$ cat src/rtl/spi_slave_rx_pkg.sv
// Shared SPI link settings and receive-side state encoding.
// The master imports the same mode constants so both ends agree on framing.
package spi_slave_rx_pkg;

    localparam int   SPI_DATA_W    = 8;
    localparam logic SPI_CPOL      = 1'b0;
    localparam logic SPI_CPHA      = 1'b0;
    localparam logic SPI_MSB_FIRST = 1'b1;

    // Cycles the synchroniser needs before its output reflects the pins.
    localparam logic [1:0] SYNC_FLUSH_CYCLES = 2'd2;

    typedef enum logic [1:0] {
        WAIT_IDLE = 2'd0,
        IDLE      = 2'd1,
        SHIFT     = 2'd2
    } rx_state_t;

endpackage

$ cat src/rtl/spi_slave_rx_sync_2ff.sv
// Two-flop synchroniser for a bundle of asynchronous inputs.
// Each bit is treated independently; there is no bus coherency guarantee.
module sync_2ff #(
    parameter int               WIDTH   = 1,
    parameter logic [WIDTH-1:0] RST_VAL = '0
) (
    input  logic             i_clk,
    input  logic             i_rst,
    input  logic [WIDTH-1:0] i_d,
    output logic [WIDTH-1:0] o_q
);

    logic [WIDTH-1:0] r_meta;
    logic [WIDTH-1:0] r_sync;

    always_ff @(posedge i_clk) begin
        if (i_rst) begin
            r_meta <= RST_VAL;
            r_sync <= RST_VAL;
        end else begin
            r_meta <= i_d;
            r_sync <= r_meta;
        end
    end

    assign o_q = r_sync;

endmodule

$ cat src/rtl/spi_slave_rx.sv
// SPI receive endpoint: oversamples SCK/CS/MOSI, deserialises words and
// presents them on a valid/ready holding register with error flags.
//
//   state     | meaning
//   WAIT_IDLE | after reset, wait for CS high so we never join mid-word
//   IDLE      | CS high, bit counter cleared
//   SHIFT     | CS low, shifting MOSI on each sampling SCK edge
module spi_slave_rx
    import spi_slave_rx_pkg::*;
#(
    parameter int   DATA_W    = SPI_DATA_W,
    parameter logic CPOL      = SPI_CPOL,
    parameter logic CPHA      = SPI_CPHA,
    parameter logic MSB_FIRST = SPI_MSB_FIRST
) (
    input  logic              clk_100,
    input  logic              s_rst,
    input  logic              sck,
    input  logic              cs_n,
    input  logic              mosi,
    output logic [DATA_W-1:0] rx_data,
    output logic              rx_valid,
    input  logic              rx_ready,
    output logic              frame_err,
    output logic              overrun,
    input  logic              ovr_clr,
    output logic              busy
);

    localparam int CNT_W = $clog2(DATA_W);

    generate
        if (DATA_W < 2) begin : g_bad_width
            $error("spi_slave_rx: DATA_W must be at least 2");
        end
    endgenerate

    logic [2:0]        w_sync;
    logic              w_sck;
    logic              w_cs_n;
    logic              w_mosi;
    logic              w_sck_edge;
    logic              w_sample;
    logic              w_shift_en;
    logic              w_word_done;
    logic              w_frame_abort;
    logic              w_frame_end;
    logic [DATA_W-1:0] w_shift_nxt;
    rx_state_t         w_state_nxt;

    rx_state_t         r_state;
    logic              r_sck_d;
    logic [1:0]        r_flush;
    logic [CNT_W-1:0]  r_bit_cnt;
    logic [DATA_W-1:0] r_shift;
    logic [DATA_W-1:0] r_rx_data;
    logic              r_rx_valid;
    logic              r_frame_err;
    logic              r_overrun;

    sync_2ff #(
        .WIDTH   (3),
        .RST_VAL ({CPOL, 1'b1, 1'b0})
    ) u_sync (
        .i_clk (clk_100),
        .i_rst (s_rst),
        .i_d   ({sck, cs_n, mosi}),
        .o_q   (w_sync)
    );

    assign w_sck  = w_sync[2];
    assign w_cs_n = w_sync[1];
    assign w_mosi = w_sync[0];

    // Leading edge moves away from the idle level, trailing edge returns to it.
    assign w_sck_edge = (w_sck != r_sck_d);
    assign w_sample   = CPHA ? (w_sck_edge && (w_sck == CPOL))
                             : (w_sck_edge && (w_sck != CPOL));

    always_comb begin
        w_state_nxt   = r_state;
        w_shift_en    = 1'b0;
        w_frame_abort = 1'b0;
        case (r_state)
            // The synchroniser still shows its reset value (CS high) for a
            // couple of cycles, so wait for it to flush before trusting CS.
            WAIT_IDLE: begin
                if ((r_flush == 2'd0) && w_cs_n)
                    w_state_nxt = IDLE;
            end
            IDLE: begin
                if (!w_cs_n)
                    w_state_nxt = SHIFT;
            end
            SHIFT: begin
                if (w_cs_n) begin
                    w_state_nxt   = IDLE;
                    w_frame_abort = (r_bit_cnt != '0);
                end else if (w_sample) begin
                    w_shift_en = 1'b1;
                end
            end
            default: w_state_nxt = WAIT_IDLE;
        endcase
    end

    always_comb begin
        if (MSB_FIRST)
            w_shift_nxt = {r_shift[DATA_W-2:0], w_mosi};
        else
            w_shift_nxt = {w_mosi, r_shift[DATA_W-1:1]};
    end

    assign w_frame_end = (r_state == SHIFT) && w_cs_n;
    assign w_word_done = w_shift_en && (r_bit_cnt == CNT_W'(DATA_W - 1));

    always_ff @(posedge clk_100) begin
        if (s_rst) begin
            r_state     <= WAIT_IDLE;
            r_sck_d     <= CPOL;
            r_flush     <= SYNC_FLUSH_CYCLES;
            r_bit_cnt   <= '0;
            r_shift     <= '0;
            r_rx_data   <= '0;
            r_rx_valid  <= 1'b0;
            r_frame_err <= 1'b0;
            r_overrun   <= 1'b0;
        end else begin
            r_state     <= w_state_nxt;
            r_sck_d     <= w_sck;
            r_frame_err <= w_frame_abort;

            if (r_flush != 2'd0)
                r_flush <= r_flush - 2'd1;

            if (w_frame_end) begin
                r_bit_cnt <= '0;
                r_shift   <= '0;
            end else if (w_shift_en) begin
                r_shift   <= w_shift_nxt;
                r_bit_cnt <= w_word_done ? '0 : r_bit_cnt + CNT_W'(1);
            end

            // A completing word only replaces the held one if it is leaving now.
            if (w_word_done) begin
                if (!r_rx_valid || rx_ready) begin
                    r_rx_data  <= w_shift_nxt;
                    r_rx_valid <= 1'b1;
                end
            end else if (rx_ready) begin
                r_rx_valid <= 1'b0;
            end

            if (w_word_done && r_rx_valid && !rx_ready)
                r_overrun <= 1'b1;
            else if (ovr_clr)
                r_overrun <= 1'b0;
        end
    end

    assign rx_data   = r_rx_data;
    assign rx_valid  = r_rx_valid;
    assign frame_err = r_frame_err;
    assign overrun   = r_overrun;
    assign busy      = (r_state == SHIFT);

endmodule

$ cat config.mk
export PLATFORM = sky130hd
export DESIGN_NAME = spi_slave_rx
export DESIGN_NICKNAME = d
export VERILOG_FILES = /design/src/rtl/spi_slave_rx_pkg.sv /design/src/rtl/spi_slave_rx_sync_2ff.sv /design/src/rtl/spi_slave_rx.sv
export SDC_FILE = /design/constraint.sdc
export NUM_CORES = 1
export LEC_CHECK = 0
export CAP_MARGIN = 20
export CORE_MARGIN = 5
export CORE_UTILIZATION = 47
export CTS_BUF_LIST = sky130_fd_sc_hd__clkbuf_4 sky130_fd_sc_hd__clkbuf_8 sky130_fd_sc_hd__clkbuf_16
export DETAILED_ROUTE_END_ITERATION = 8
export PLACE_DENSITY = 0.75
export SETUP_SLACK_MARGIN = 0.02
export SLEW_MARGIN = 20
export SYNTH_ARGS = -nofsm -noshare
export SYNTH_HDL_FRONTEND = slang
export SYNTH_SLANG_ARGS = --single-unit
$ cat constraint.sdc
create_clock -name clk_100 -period 1.2 [get_ports clk_100]
set_input_delay 0.36 -clock clk_100 [delete_from_list [all_inputs] [get_ports clk_100]]
set_output_delay 0.36 -clock clk_100 [all_outputs]
set_load 0.01 [all_outputs]
Word-level counts from Yosys, hierarchy flattened
Cells that the tools add are included.

word-level totals
  output and inout port bits = 12
  input port bits = 7
  memories = 0
  memory bits (read-only) = 0
  memory bits (writable) = 0
  logic and storage cells = 56
  bits in registers = 32
  bits in latches = 0

cells by class
  order comparisons = 0
  add/subtract/negate cells = 2
  divide/modulo/power cells = 0
  $mul = 0
  mux-type cells = 13
  reduce and logical (&&, ||, !) cells = 20
  bitwise gates (word level) = 2
  equal/unequal tests = 8
  shift-type cells = 0

operators by type and width
  kind                                                 count
  2-to-1 mux 1 bit                                     8
  logical AND 1 bit                                    6
  2-to-1 mux 2 bit                                     3
  case mux 2 bit (3 select lines)                      1
  nonzero test 2 bit                                   3
  logical NOT 2 bit                                    2
  != test 2 x 1 -> 1 bit, second input constant        2
  != test 2 bit, second input constant                 2
  AND reduction 2 bit                                  2
  adder 3 x 1 -> 3 bit, second input constant          1
  equality test 3 bit, second input constant           1
  2-to-1 mux 3 bit                                     1
  AND reduction 3 bit                                  1
  nonzero test 3 bit                                   1
  OR reduction 3 bit                                   1
  equality test 2 x 1 -> 1 bit, second input constant  1
  equality test 2 bit, second input constant           1
  logical NOT 1 bit                                    2
  NOT 1 bit                                            2
  OR reduction 2 bit                                   1
  subtractor 2 x 1 -> 2 bit, second input constant     1
  logical OR 1 bit                                     1
  != test 1 bit                                        1

Longest topological paths before layout
  word-level depth = 9
  gate-level depth with buffers = 5
  depth with buffers taken out = 5

Hierarchy
A second synthesis with hierarchy kept.

second synthesis, totals
  cell total of the unflattened synthesis = 129
  area, all modules = 1300.0 um^2

modules (own cells, without submodules)
  module        instances  area each (um^2)  seq. area each (um^2)  cells each
  spi_slave_rx  1          1142.3            520.5                  117
  sync_2ff      1          157.7             120.1                  12

Worst setup path after synthesis
No wires, ideal clock.

  path kind = reg2reg
  start = reg r_state[1]
  end = reg r_rx_data[0], in the netlist rx_data[0]
  stages on the path, launching flop included = 5
  data arrival time = 1.129 ns
  data required time = 1.077 ns
  path buffers = 1
  period minus slack after synthesis = 1.252 ns
  library setup time = 0.123 ns
  setup slack = -0.052 ns
  cells stage by stage = dfxtp_1 > nor4bb_1 > buf_4 > nand4_4 > mux2i_1

on the way
  longest elaborated chain between the ends = 4

RTL lines
  item                           line                 text
  from (decl)                    spi_slave_rx.sv:51   rx_state_t r_state;
  from (signal assigned)         spi_slave_rx.sv:129  r_state <= w_state_nxt;
  equality test 2 bit            spi_slave_rx.sv:84   case (r_state)
  2-to-1 mux 1 bit               spi_slave_rx.sv:84
  logical AND 1 bit              spi_slave_rx.sv:115  assign w_word_done = w_shift_en && (r_bit_cnt == CNT_W'(DATA_W - 1));
  AND reduction 2 bit (no line)  n/a
  to (signal assigned)           spi_slave_rx.sv:147  r_rx_data <= w_shift_nxt;
  to (decl)                      spi_slave_rx.sv:56   logic [DATA_W-1:0] r_rx_data;

No other way between the ends.
A chain may end at the register's enable or synchronous reset.

Final worst setup path
  start = reg u_sync.r_sync[2], in the netlist u_sync.o_q[2]
  end = reg r_overrun, in the netlist overrun

on the way
  longest elaborated chain between the ends = 9
  elaborated cells on any way between the ends = 10
  classes of those cells = eq/ne (1); mux (4); reduce/logical (5)

RTL lines
  item                                                    line                         text
  from (decl)                                             spi_slave_rx_sync_2ff.sv:14  logic [WIDTH-1:0] r_sync;
  from (signal assigned)                                  spi_slave_rx_sync_2ff.sv:22  r_sync <= r_meta;
  != test 1 bit                                           spi_slave_rx.sv:76           assign w_sck_edge = (w_sck != r_sck_d);
  logical AND 1 bit (*)                                   spi_slave_rx.sv:78           : (w_sck_edge && (w_sck != CPOL));
  2-to-1 mux 1 bit (*)                                    spi_slave_rx.sv:99           end else if (w_sample) begin
  2-to-1 mux 1 bit (*)                                    spi_slave_rx.sv:96           if (w_cs_n) begin
  2-to-1 mux 1 bit (*)                                    spi_slave_rx.sv:84
  logical AND 1 bit (*)                                   spi_slave_rx.sv:115
  logical AND 1 bit (*) (2 in a row)                      spi_slave_rx.sv:154          if (w_word_done && r_rx_valid && !rx_ready)
  2-to-1 mux 1 bit or nonzero test 2 bit (tied branches)  n/a
  to (signal assigned)                                    spi_slave_rx.sv:127          r_overrun <= 1'b0;
  to (signal assigned)                                    spi_slave_rx.sv:155          r_overrun <= 1'b1;
  to (signal assigned)                                    spi_slave_rx.sv:157          r_overrun <= 1'b0;
  to (decl)                                               spi_slave_rx.sv:59           logic r_overrun;

Mark *: on every way between the ends. The rest lies on a longest branch, timed or not.

==> qor.yml <==
dieArea_sq_um: 3930
syn_inst: 128
fp.dieH_um: 62.7
cts_tree: "built"
hold_buffers: 0
clock_sinks: 32
cp.buffers_inverters: 2
n_fill_cell: 208
reg2reg_slack_ns: -0.15
layout_commonest_cell: "nand2b_1"
clk_pin_slew_ns: 0.12
gp_congestion: 0.753
vias_per_cell: 5.20
post-place-ws_ns: -0.358
tightestPinTransition_ns: 0.287
drc_errors: 0
grt_pass1_vias: 1113
synth-simple-area-share_pct: 26.1
firstDrtPassIters: 4
path_max_fanout: 3
layout.nets: 188
antenna_left: 0
final_cells: 209
io_pins: 19
min_period_over_period_pct: 112
rsz0062_at_grt: "yes"
routed-via-count: 1087
grt_overflow: 0
syn-num-nets: 139
power_density_nw_per_um2: 1210
finalSetupViolations: 16
initial_core_util_pct: 48.1
cp_cell_sequence: "nor4bb_2 > buf_4 > buf_4 > nand2_4 > o32ai_4"
relSlewSlack_pct: 80.8
fmaxAchievable_ghz: 0.743
vdd_drop_max_v: 0.00122
crit_path_start_kind: "flip-flop"
ys_types: 28
yosys_warnings: 0
synth_area_per_cell_sq_um: 10.2
synthAdderAreaFrac_pct: 3.84
hold_ws_ns: 0.422
synth_compound_area_share_pct: 6.14
antennaDiodeCount: 0
core_area_sq_um: 2710
hp-class: "reg -> reg"
clock_latency_ns: 0.34
rows: 19
ys_seq_elements: 32
syn_to_final_growth_pct: 45.8
hold_violations: 0
status: "finished with violations"
cap_viol_max_count: 0
arrival_ns: 1.60
dp_hpwl_mm: 2.00
routedWlPerCell_um: 15.2
groute.usage.overall_pct: 15.3
dp_cells: 194
worst_clock_skew_ns: 0.0220
maxSlewViolCount: 0
cpMaxStageDelayCell: "dfxtp_2"
synth_seq_area_share_pct: 49.1
antenna_found_initial: 0
cp_top_family: "flip-flops"
io_buffers: 18
grt_max_degree: 15
cts_buffers: 5
grt_pass1_wl_mm: 4.81
clk_path_buf_depth: 2
violations: "setup timing"
chipWidth_um: 62.7
root_buffer: "clkbuf_4"
synth-xor-area-share_pct: 1.34
cpPeakStageDelay_ns: 0.36
ctsHtreeMaxLevel: 2
mostFrequentLayoutCells: "26 x nand2b_1, 22 x buf_4, 17 x dfxtp_1, 15 x dfxtp_2, 13 x mux2i_1"
synth_top_family_by_area: "simple AND/OR/NAND/NOR gates"
finalCriticalPeriod_ns: 1.35
crit_top_cell: "buf_4"
fin_setup_tns_ns: -1.77
crit_type: "reg -> reg"
drive_gt1_share_pct: 44.9
endpoint_kind: "flip-flop"
required_ns: 1.45
worst_slack_ns: -0.146
yosys-mux-area-fraction_pct: 9.98
syn-cell-area_sq_um: 1300
drt_iter0_drc: 31
total_power_w: 0.00230
leakage_nw: 0.801
drt_wl_total_mm: 3.19
## registers in the layout, indices dropped and copies added, names as in the netlist
register / cells
rx_data: 8
r_shift: 7
r_bit_cnt: 3
u_sync.o_q: 3
u_sync.r_meta: 3
r_flush: 2
r_state: 2
frame_err: 1
overrun: 1
r_sck_d: 1
rx_valid: 1
## layout make-up
cell class | count | area, sq um | share of cell area (%)
Clock buffer | 5 | 37.5 | 1.97
Clock inverter | 3 | 42.5 | 2.24
Inverter | 6 | 22.5 | 1.18
Multi-Input combinational cell | 85 | 706 | 37.1
Tap cell | 31 | 38.8 | 2.04
Sequential cell | 32 | 659 | 34.7
Timing Repair Buffer | 47 | 394 | 20.7
## where the power goes
part           switching [W]  leakage, nW  internal, W  total, W
combinational       0.000136        0.494     0.000179  0.000316
clock               0.000388       0.0412     0.000434  0.000822
sequential         0.0000388        0.266      0.00112   0.00116
total               0.000563        0.801      0.00173   0.00230
## layer usage
| layer | wire [um] | GRT usage (%) | vias up |
|---|---|---|---|
| li1 | - | - | 536 |
| met1 | 1260 | 15.5 | 519 |
| met2 | 1730 | 27.8 | 24 |
| met3 | 132 | 5.22 | 8 |
| met4 | 61 | 6.63 | 0 |
| met5 | 0 | 0 | - |
## stage by stage
step	area (sq um)	utilization, %
3_3_place_gp	1670	61.5
2_1_floorplan	1310	-
5_1_grt	1900	70.1
4_1_cts	1810	66.7
3_5_place_dp	1670	61.5
6_report	1900	70.1
## what timing repair did
action / in CTS / in global routing
buffers inserted: 6 / 2
pin swaps: 4 / 4
hold endpoints to repair: 0 / 0
setup endpoints to repair: 30 / 24
cloned: 0 / 0
resized for setup: 73 / 19
## Yosys cell counts, drive strengths merged
cell     number  area (sq um)
or2           3          18.8
nor3          3          15.0
dfxtp        32           641
nand3b        1          7.51
ha            4          50.1
xnor2         1          8.76
o32ai         1          8.76
o22ai         1          6.26
xor2          1          8.76
nand3         2          10.0
nand2b       26           163
nor4bb        1          10.0
nand4bb       1          11.3
mux2i        13           130
buf           1          7.51
o21bai        1          7.51
o21ai         5          25.0
nand4         4          40.0
inv           6          22.5
nor2          2          10.0
nor3b         1          7.51
a21oi         5          25.0
clkbuf        4          15.0
nand2         1          3.75
nor2b         7          43.8
a211oi        1          7.51
## worst paths after layout
kind                                  startpoint             to  cells after the start
worst min-delay path            u_sync.r_meta[1]  u_sync.o_q[1]                      1
worst max-delay path               u_sync.o_q[2]        overrun                      5
worst max register to register     u_sync.o_q[2]        overrun                      5
worst min register to register  u_sync.r_meta[1]  u_sync.o_q[1]                      1
## cell families after synthesis
| logic type | Yosys count |
|---|---|
| AO/OA/AOI/OAI | 14 |
| XOR/XNOR | 2 |
| adder cells (fa/ha/maj) | 4 |
| AND/OR/NAND/NOR | 52 |
| multiplexers | 13 |
| buffers and inverters | 11 |
| flip-flops | 32 |
Power figures use the tool's default switching activity.
